File: config.mk
export PLATFORM = sky130hd
export DESIGN_NAME = relu_maxpool2x2
export DESIGN_NICKNAME = d
export VERILOG_FILES = /design/src/rtl/cnn_pkg.sv /design/src/rtl/pool_line_buf.sv /design/src/rtl/relu_maxpool2x2.sv
export SDC_FILE = /design/constraint.sdc
export NUM_CORES = 1
export LEC_CHECK = 0
export CORE_UTILIZATION = 55
export CTS_BUF_LIST = sky130_fd_sc_hd__clkbuf_16
export DETAILED_ROUTE_END_ITERATION = 10
export PLACE_DENSITY_LB_ADDON = 0.05
export SLEW_MARGIN = 20
export SYNTH_ARGS = -nofsm -noshare
export SYNTH_HDL_FRONTEND = slang
export SYNTH_HIERARCHICAL = 1
export SYNTH_SLANG_ARGS = --single-unit
File: constraint.sdc
create_clock -name clk -period 3.29 [get_ports clk]
set_input_delay 0.329 -clock clk [delete_from_list [all_inputs] [get_ports clk]]
set_output_delay 0.329 -clock clk [all_outputs]
set_load 0.01 [all_outputs]
File: src/rtl/cnn_pkg.sv
`timescale 1ns/1ps
`default_nettype none
// ============================================================================
// Module      : cnn_pkg
// Description : Shared CNN datapath widths, default feature-map geometry and
//               the 2x2 pooling window phase encoding.
// Revision    : 1.0 - initial release
// ============================================================================
package cnn_pkg;

    localparam int C_PE_IN_W  = 8;
    localparam int C_PE_WGT_W = 8;
    localparam int C_PE_ACC_W = 16;

    localparam int C_DATA_W = C_PE_ACC_W;
    localparam int C_MAP_W  = 24;
    localparam int C_MAP_H  = 24;

    // Encoded as {row[0], col[0]} of the sample being accepted.
    typedef enum logic [1:0] {
        PH_EVEN_EVEN = 2'b00,
        PH_EVEN_ODD  = 2'b01,
        PH_ODD_EVEN  = 2'b10,
        PH_ODD_ODD   = 2'b11
    } pool_phase_t;

endpackage
`default_nettype wire

File: src/rtl/pool_line_buf.sv
`timescale 1ns/1ps
`default_nettype none
// ============================================================================
// Module      : pool_line_buf
// Description : Simple dual-port RAM holding one row of horizontal pair maxima;
//               synchronous write, asynchronous read.
// Revision    : 1.0 - initial release
// ============================================================================
module pool_line_buf #(
    parameter int DEPTH  = 12,
    parameter int DATA_W = 16,
    parameter int ADDR_W = 4
) (
    input  logic              clk,
    input  logic              i_we,
    input  logic [ADDR_W-1:0] i_waddr,
    input  logic [DATA_W-1:0] i_wdata,
    input  logic [ADDR_W-1:0] i_raddr,
    output logic [DATA_W-1:0] o_rdata
);

    logic [DATA_W-1:0] r_mem [DEPTH];

    always_ff @(posedge clk) begin
        if (i_we) begin
            r_mem[i_waddr] <= i_wdata;
        end
    end

    assign o_rdata = r_mem[i_raddr];

endmodule
`default_nettype wire

File: src/rtl/relu_maxpool2x2.sv
`timescale 1ns/1ps
`default_nettype none
// ============================================================================
// Module      : relu_maxpool2x2
// Description : Streaming ReLU followed by 2x2 max pooling over a raster-order
//               feature map; one pooled word per completed window.
// Revision    : 1.0 - initial release
// ============================================================================
module relu_maxpool2x2
    import cnn_pkg::*;
#(
    parameter int DATA_W = C_DATA_W,
    parameter int MAP_W  = C_MAP_W,
    parameter int MAP_H  = C_MAP_H
) (
    input  logic              clk,
    input  logic              rst,
    input  logic              clr,
    input  logic [DATA_W-1:0] in_data,
    input  logic              in_valid,
    output logic [DATA_W-1:0] pool_data,
    output logic              pool_valid,
    output logic              frame_done
);

    localparam int COL_W    = (MAP_W > 2) ? $clog2(MAP_W) : 1;
    localparam int ROW_W    = (MAP_H > 2) ? $clog2(MAP_H) : 1;
    localparam int LB_DEPTH = MAP_W / 2;
    localparam int LB_AW    = (LB_DEPTH > 1) ? $clog2(LB_DEPTH) : 1;

    logic [COL_W-1:0]  r_col;
    logic [ROW_W-1:0]  r_row;
    logic [DATA_W-1:0] r_hold;
    logic [DATA_W-1:0] r_pool_data;
    logic              r_pool_valid;
    logic              r_frame_done;

    logic [DATA_W-1:0] w_relu;
    logic [DATA_W-1:0] w_lb_rdata;
    logic [DATA_W-1:0] w_lb_wdata;
    logic [LB_AW-1:0]  w_lb_addr;
    logic              w_lb_we;
    logic              w_last_col;
    logic              w_last_row;
    pool_phase_t       w_phase;

    function automatic logic [DATA_W-1:0] umax(input logic [DATA_W-1:0] a,
                                               input logic [DATA_W-1:0] b);
        return (a > b) ? a : b;
    endfunction

    assign w_relu     = in_data[DATA_W-1] ? '0 : in_data;
    assign w_phase    = pool_phase_t'({r_row[0], r_col[0]});
    assign w_last_col = (r_col == COL_W'(MAP_W - 1));
    assign w_last_row = (r_row == ROW_W'(MAP_H - 1));
    assign w_lb_addr  = LB_AW'(r_col >> 1);
    assign w_lb_wdata = umax(r_hold, w_relu);
    // Line buffer is not reset, but a sample swallowed by rst/clr must not land in it.
    assign w_lb_we    = in_valid && !clr && !rst && (w_phase == PH_EVEN_ODD);

    pool_line_buf #(
        .DEPTH  (LB_DEPTH),
        .DATA_W (DATA_W),
        .ADDR_W (LB_AW)
    ) u_line_buf (
        .clk     (clk),
        .i_we    (w_lb_we),
        .i_waddr (w_lb_addr),
        .i_wdata (w_lb_wdata),
        .i_raddr (w_lb_addr),
        .o_rdata (w_lb_rdata)
    );

    always_ff @(posedge clk) begin
        if (rst) begin
            r_col        <= '0;
            r_row        <= '0;
            r_hold       <= '0;
            r_pool_data  <= '0;
            r_pool_valid <= 1'b0;
            r_frame_done <= 1'b0;
        end else begin
            r_pool_valid <= 1'b0;
            r_frame_done <= 1'b0;
            if (clr) begin
                r_col  <= '0;
                r_row  <= '0;
                r_hold <= '0;
            end else if (in_valid) begin
                case (w_phase)
                    PH_EVEN_EVEN: r_hold <= w_relu;
                    PH_EVEN_ODD:  ;
                    PH_ODD_EVEN:  r_hold <= umax(w_lb_rdata, w_relu);
                    PH_ODD_ODD: begin
                        r_pool_data  <= umax(r_hold, w_relu);
                        r_pool_valid <= 1'b1;
                        r_frame_done <= w_last_col && w_last_row;
                    end
                endcase

                if (w_last_col) begin
                    r_col <= '0;
                    r_row <= w_last_row ? '0 : r_row + ROW_W'(1);
                end else begin
                    r_col <= r_col + COL_W'(1);
                end
            end
        end
    end

    assign pool_data  = r_pool_data;
    assign pool_valid = r_pool_valid;
    assign frame_done = r_frame_done;

endmodule
`default_nettype wire

==> metrics.txt, run 1 <==
slowest library cell on the worst path=mux4_2; EDFF count, synth=192; Final Setup Violations=15; clk_skew=0.0173 ns; Ant. Diodes=0; first-pass GRT wire length=34100 um; clock-pin slew on the worst setup and hold paths=0.07 ns; vias=6096; Fillers=1205; CP arrival=3.84 ns; Max Slew Vio Count=0; CP Capture Type=flip-flop; # Max-Cap Violations=0; RSZ-0062 raised after global routing=yes; Total GRT Usage=24.4%; initial core utilization=56.3%; largest net degree at the start of global routing=31; Leak=4.26 nW; DRT Pass-1 Iters=5; sequential area share after synthesis=65.5%; Clock Sinks=236; I/O pins=38; WL final=21900 um; Final ANT Viol Nets=0; Max Freq=0.290 GHz; Critical Path RT=3.68 ns; FP Rows=49; DIE AREA=19000 sq um; CTS Buf Count=25; YS warnings=6; Fin. Hold Viols=0; DIE WIDTH=138 um; worst ir drop on vdd=0.427 mV; clock period minus worst slack=3.45 ns; core footprint=18000 sq um; Largest stage delay, worst path=0.48 ns; Clk Tree Root Cell=clkbuf_16; crit path kind=flip-flop to flip-flop; Async S/R FF share, synth=0%; Area Overhead vs Synth=22.4%; Non-Filler Instances=1022; Detail Placement HPWL=15400 um; hold_buf cts=0; clk_lat worst skew=0.52 ns; outcome=finished, violations left; Crit Path Max Fanout=15; H-tree Lvls=1; CTS tree=done; HP Class=flip-flop to flip-flop; Inst Count DP=969; RePlAce Congestion=0.865; final worst path period share=105%; vias in the first global route=6275; Buf+Inv Stages, Crit Path=1; cell taking the most area after synthesis=edfxtp_1; drt wl/cell=21.5 um; crit-path leading delay family=compound AO/OA/AOI/OAI gates; clk buf depth=3; synth top area cells=edfxtp_1, dfxtp_1, mux4_2; critical path launch point type=flip-flop; Worst Tran Pin Value=0.783 ns; DR vias/cell=5.96; die height=138 um; grt ovf=0; Buffers on Ports=37; max_slew headroom=47.7%; crit-path cells=buf_12 -> mux4_2 -> a22oi_1 -> o221ai_2 -> ha_1 -> and2_4 -> a221o_1 -> a2111oi_4 -> and2_4 -> a22o_4 -> a221oi_1; most used cell, CP=and2_4; PwrDens=513 nW/um^2; mapped cell area=10100 sq um; Synth top area share=56.8%; layout cell share with drive strength beyond 1=26.2%; antenna violations before repair=1; synthesized instance count=655; library cells used by synthesis=53; Main synth FF type=edfxtp_1; flops & latches, synth=236; Mapped Nets=707; PnR worst setup slack=-0.158 ns; # DRC=0; setup_tns=-2.09 ns; Avg Inst Size Synth=15.5 sq um; Initial DRC Count=431; final net count=826; failing checks=setup timing
cell usage in the layout, fill, tap and decap left out, types with 8 or more instances in the layout:
cell | netlist | routed
edfxtp_1 | 192 | 192
buf_4 | 2 | 70
nor2_1 | 44 | 44
dfxtp_1 | 44 | 43
nand2_1 | 41 | 41
clkdlybuf4s50_1 | 0 | 37
mux2i_1 | 35 | 35
ha_1 | 32 | 32
mux4_2 | 29 | 29
clkbuf_16 | 0 | 25
inv_1 | 19 | 21
nand2b_1 | 20 | 20
o21ai_0 | 20 | 19
a21oi_1 | 15 | 15
or2_1 | 14 | 14
a221oi_2 | 10 | 12
buf_12 | 1 | 12
a311oi_1 | 9 | 9
o221ai_2 | 0 | 9
nand4_1 | 8 | 8
a22oi_2 | 0 | 8
a22oi_1 | 16 | 8
worst min-delay path, delay by kind of cell (launching register included):
kind / cells / cell delay, ns
flip-flops: 1 / 0.32
AND/OR/NAND/NOR: 1 / 0.06
AO/OA/AOI/OAI: 1 / 0.05
logic make-up after synthesis:
kind of cell | share of synthesized area [%]
AOI/OAI and AO/OA | 9.15
adders and majority gates | 3.95
buffers and inverters | 2.55
muxes | 10.8
DFF | 65.5
xor gates and xnor gates | 0.259
and+or+nand+nor | 7.83
registers in the layout, indices dropped and copies added (netlist names):
register	count
u_line_buf/r_mem	192
frame_done	1
r_col	5
pool_valid	1
r_hold	16
pool_data	16
r_row	5
metrics by stage:
step                      setup slack, ns  hold slack (ns)  util [%]  total power [mW]  cell area, sq um
after floorplan                    0.0284            0.463         -              3.52             10200
final                              -0.158            0.479      68.9              6.37             12400
after global placement             -0.118            0.458      63.3              3.68             11400
after detailed placement           -0.237            0.474      63.3              3.69             11400
after CTS                          -0.153            0.483      68.5              6.41             12300
after global routing               -0.277            0.519      68.9              6.57             12400
report_power, final:
group	total, mW	leakage [nW]	switching, mW	internal (mW)
Clock	2.73	0.406	1.11	1.62
Sequential	3.27	2.10	0.00902	3.26
Combinational	0.368	1.75	0.209	0.159
final cells by class:
class / count / area, sq um / area share, %
Sequential cell: 236 / 6650 / 53.6
Multi-Input combinational cell: 368 / 3390 / 27.3
Clock inverter: 21 / 181 / 1.46
Tap cell: 229 / 287 / 2.31
Timing Repair Buffer: 124 / 1210 / 9.76
Clock buffer: 25 / 626 / 5.04
Inverter: 19 / 71.3 / 0.574
per-layer routing:
metal,up-vias,track usage [%],routed length [um],part of all wire (%)
met5,-,0,13,0.059
met4,2,8.15,529,2.4
met3,38,3.86,1070,4.9
met2,163,39.8,10600,48
met1,3059,33.5,9730,44
li1,2834,-,-,-
final timing paths:
check,startpoint,endpoint,slack (ns),cells after the start
max,r_col[1],r_hold[5],-0.16,11
min,pool_data[15],pool_data[15],0.48,2
max reg2reg,r_col[1],r_hold[5],-0.16,11
min reg2reg,pool_data[15],pool_data[15],0.48,2
synthesized netlist by cell type (all sizes together) (3+ instances only):
library cell	count
a21oi	15
o21ai	20
a311oi	14
nor2	44
xor2	3
a221oi	15
inv	19
buf	18
o221ai	16
nor2b	5
dfxtp	44
mux2i	35
mux4	32
ha	32
a22oi	16
clkbuf	14
nand3	3
nor3	5
nand4b	3
or2	15
nor3b	3
edfxtp	192
nand2	41
nand4	8
nand2b	20
what timing repair did:
action                     in CTS  in global routing
pin swaps                       3                  4
setup endpoints to repair      15                 16
cloned                          1                  0
buffers inserted                4                  2
hold endpoints to repair        0                  0
gates resized for setup        12                 16
No activity file was read; power rests on OpenSTA's default activity.
==> run 2, diff against run 1 <==
--- a/config.mk
+++ b/config.mk
@@ -5,6 +5,7 @@
 export SDC_FILE = /design/constraint.sdc
 export NUM_CORES = 1
 export LEC_CHECK = 0
+export CORE_MARGIN = 8
 export CORE_UTILIZATION = 55
 export CTS_BUF_LIST = sky130_fd_sc_hd__clkbuf_16
 export DETAILED_ROUTE_END_ITERATION = 10
==> metrics.txt, run 2 (synthesized netlist as in run 1, its figures left out) <==
clk_lat worst skew=0.51 ns (was 0.52 ns); worst ir drop on vdd=0.424 mV (was 0.427 mV); Ant. Diodes=0 (unchanged); Worst R2R Path Depth=11 (unchanged); Hold Crit Start=pool_data[15] (unchanged); placed cell area=11400 sq um (about the same); CP arrival=3.82 ns (was 3.84 ns); first-pass GRT wire length=35600 um (was 34100 um); largest net degree at the start of global routing=31 (unchanged); Total GRT Usage=19.3% (was 24.4%); Clock Sinks=236 (unchanged); setup_tns=-1.73 ns (was -2.09 ns); critical path launch point type=flip-flop (unchanged); Max Slew Vio Count=0 (unchanged); PnR worst setup slack=-0.142 ns (was -0.158 ns); I/O pins=38 (unchanged); hold depth=2 (unchanged); Detail Placement HPWL=15300 um (was 15400 um); Area Overhead vs Synth=24.0% (was 22.4%); Inst Count DP=960 (was 969); leading cell types in the layout, fill and taps excluded=edfxtp_1, buf_4, nor2_1, dfxtp_1, nand2_1 (unchanged); initial core utilization=56.3% (unchanged); Buffers on Ports=37 (unchanged); # Max-Cap Violations=0 (unchanged); layout cell share with drive strength beyond 1=27.5% (was 26.2%); Fillers=1222 (was 1205); Largest Register=u_line_buf/r_mem (unchanged); HP Class=flip-flop to flip-flop (unchanged); vias in the first global route=6273 (was 6275); max_slew headroom=49.6% (was 47.7%); worst-case hold slack=0.466 ns (was 0.479 ns); core footprint=18000 sq um (unchanged); Clk Tree Root Cell=clkbuf_16 (unchanged); clk buf depth=3 (unchanged); DIE AREA=23100 sq um (was 19000 sq um); hold_buf cts=0 (unchanged); crit-path cells=buf_8 -> mux4_2 -> a22oi_2 -> o221ai_2 -> ha_1 -> and4b_1 -> nand4_1 -> a221o_1 -> a211oi_4 -> clkbuf_16 -> a221oi_2 (was buf_12 -> mux4_2 -> a22oi_1 -> o221ai_2 -> ha_1 -> and2_4 -> a221o_1 -> a2111oi_4 -> and2_4 -> a22o_4 -> a221oi_1); CP Capture Type=flip-flop (unchanged); DRT Pass-1 Iters=5 (unchanged); clk_skew=0.0130 ns (was 0.0173 ns); clock-pin slew on the worst setup and hold paths=0.06 ns (was 0.07 ns); Leak=4.28 nW (was 4.26 nW); PwrDens=510 nW/um^2 (was 513 nW/um^2); antenna violations before repair=0 (was 1); WL final=23200 um (was 21900 um); grt ovf=0 (unchanged); RSZ-0062 raised after global routing=yes (unchanged); Final ANT Viol Nets=0 (unchanged); FP Rows=49 (unchanged); drt wl/cell=22.8 um (was 21.5 um); # DRC=0 (unchanged); H-tree Lvls=1 (unchanged); DIE WIDTH=152 um (was 138 um); final worst path period share=104% (was 105%); slowest library cell on the worst path=mux4_2 (unchanged); Initial DRC Count=387 (was 431); Crit Path Max Fanout=7 (was 15); crit path kind=flip-flop to flip-flop (unchanged); FF-to-FF End=r_hold[2] (was r_hold[5]); WHS Endpoint=pool_data[15] (unchanged); final instance area=12600 sq um (was 12400 sq um); CTS tree=done (unchanged); Max Freq=0.291 GHz (was 0.290 GHz); final net count=824 (was 826); die height=152 um (was 138 um); Final Setup Violations=15 (unchanged); max FFs per register=192 (unchanged); outcome=finished, violations left (unchanged); Worst Tran Pin Value=0.755 ns (was 0.783 ns); Fin. Hold Viols=0 (unchanged); CTS Buf Count=24 (was 25); RePlAce Congestion=0.855 (was 0.865); failing checks=setup timing (unchanged); Non-Filler Instances=1017 (was 1022); Largest stage delay, worst path=0.51 ns (was 0.48 ns); DR vias/cell=6.09 (was 5.96); FF-to-FF Start=r_col[1] (unchanged); clock period minus worst slack=3.43 ns (was 3.45 ns); Critical Path RT=3.67 ns (was 3.68 ns); Tot Pwr=6.42 mW (was 6.37 mW); FF-to-FF setup slack=-0.14 ns (was -0.16 ns); vias=6195 (was 6096); commonest non-fill, non-tap cell in the layout=edfxtp_1 (unchanged)
[run 2: metrics by stage]
stage	util, %	setup WS [ns]
2_1_floorplan	-	0.0284
3_3_place_gp	63.1	-0.115
3_5_place_dp	63.1	-0.209
4_1_cts	68.6	-0.174
5_1_grt	69.8	-0.268
6_report	69.8	-0.142
[run 2: worst max-delay path by stage]
stage / slack (ns) / startpoint / endpoint / cells after the start
2_1_floorplan: 0.03 / r_col[1] / r_hold[10] / 12
3_3_place_gp: -0.11 / r_col[1] / r_hold[9] / 11
3_5_place_dp: -0.21 / r_col[1] / r_hold[8] / 11
4_1_cts: -0.17 / r_col[1] / r_hold[7] / 12
5_1_grt: -0.27 / r_col[1] / r_hold[1] / 11
6_report: -0.14 / r_col[1] / r_hold[2] / 11
[run 2: area by class of cell]
| cell class | count | area (sq um) | area share (%) |
|---|---|---|---|
| inverters | 19 | 71.3 | 0.567 |
| clock buffers | 25 | 626 | 4.97 |
| multi-input cells | 369 | 3490 | 27.7 |
| clock inverters | 17 | 181 | 1.44 |
| repair buffers | 122 | 1280 | 10.2 |
| well taps | 229 | 287 | 2.28 |
| flip-flops and latches | 236 | 6650 | 52.8 |
[run 2: power breakdown]
part / switching, mW / total (mW) / internal (mW) / leakage, nW
clock network: 1.08 / 2.76 / 1.68 / 0.403
registers: 0.00985 / 3.27 / 3.26 / 2.10
logic: 0.217 / 0.388 / 0.171 / 1.78
total: 1.31 / 6.42 / 5.11 / 4.28
[run 2: critical path: cells and delay by family, from the launching register on]
family / cells / cell delay (ns)
compound gates: 5 / 1.28
flops: 1 / 0.43
simple gates: 2 / 0.38
mux: 1 / 0.51
buf+inv: 2 / 0.39
fa+ha+maj: 1 / 0.32
[run 2: repair_timing]
action                                  in CTS  in global routing
setup buffers                                4                  8
gates resized for setup                     23                 25
endpoints found under the setup margin      15                 16
pin swaps                                    5                 34
gates cloned                                 1                  3
[run 2: routing by layer]
metal	track usage, %	up-vias	part of all wire (%)
li1	-	2818	-
met3	2.96	39	5.1
met2	32.0	181	50
met4	5.42	0	2.1
met1	26.0	3157	43
met5	0	-	0
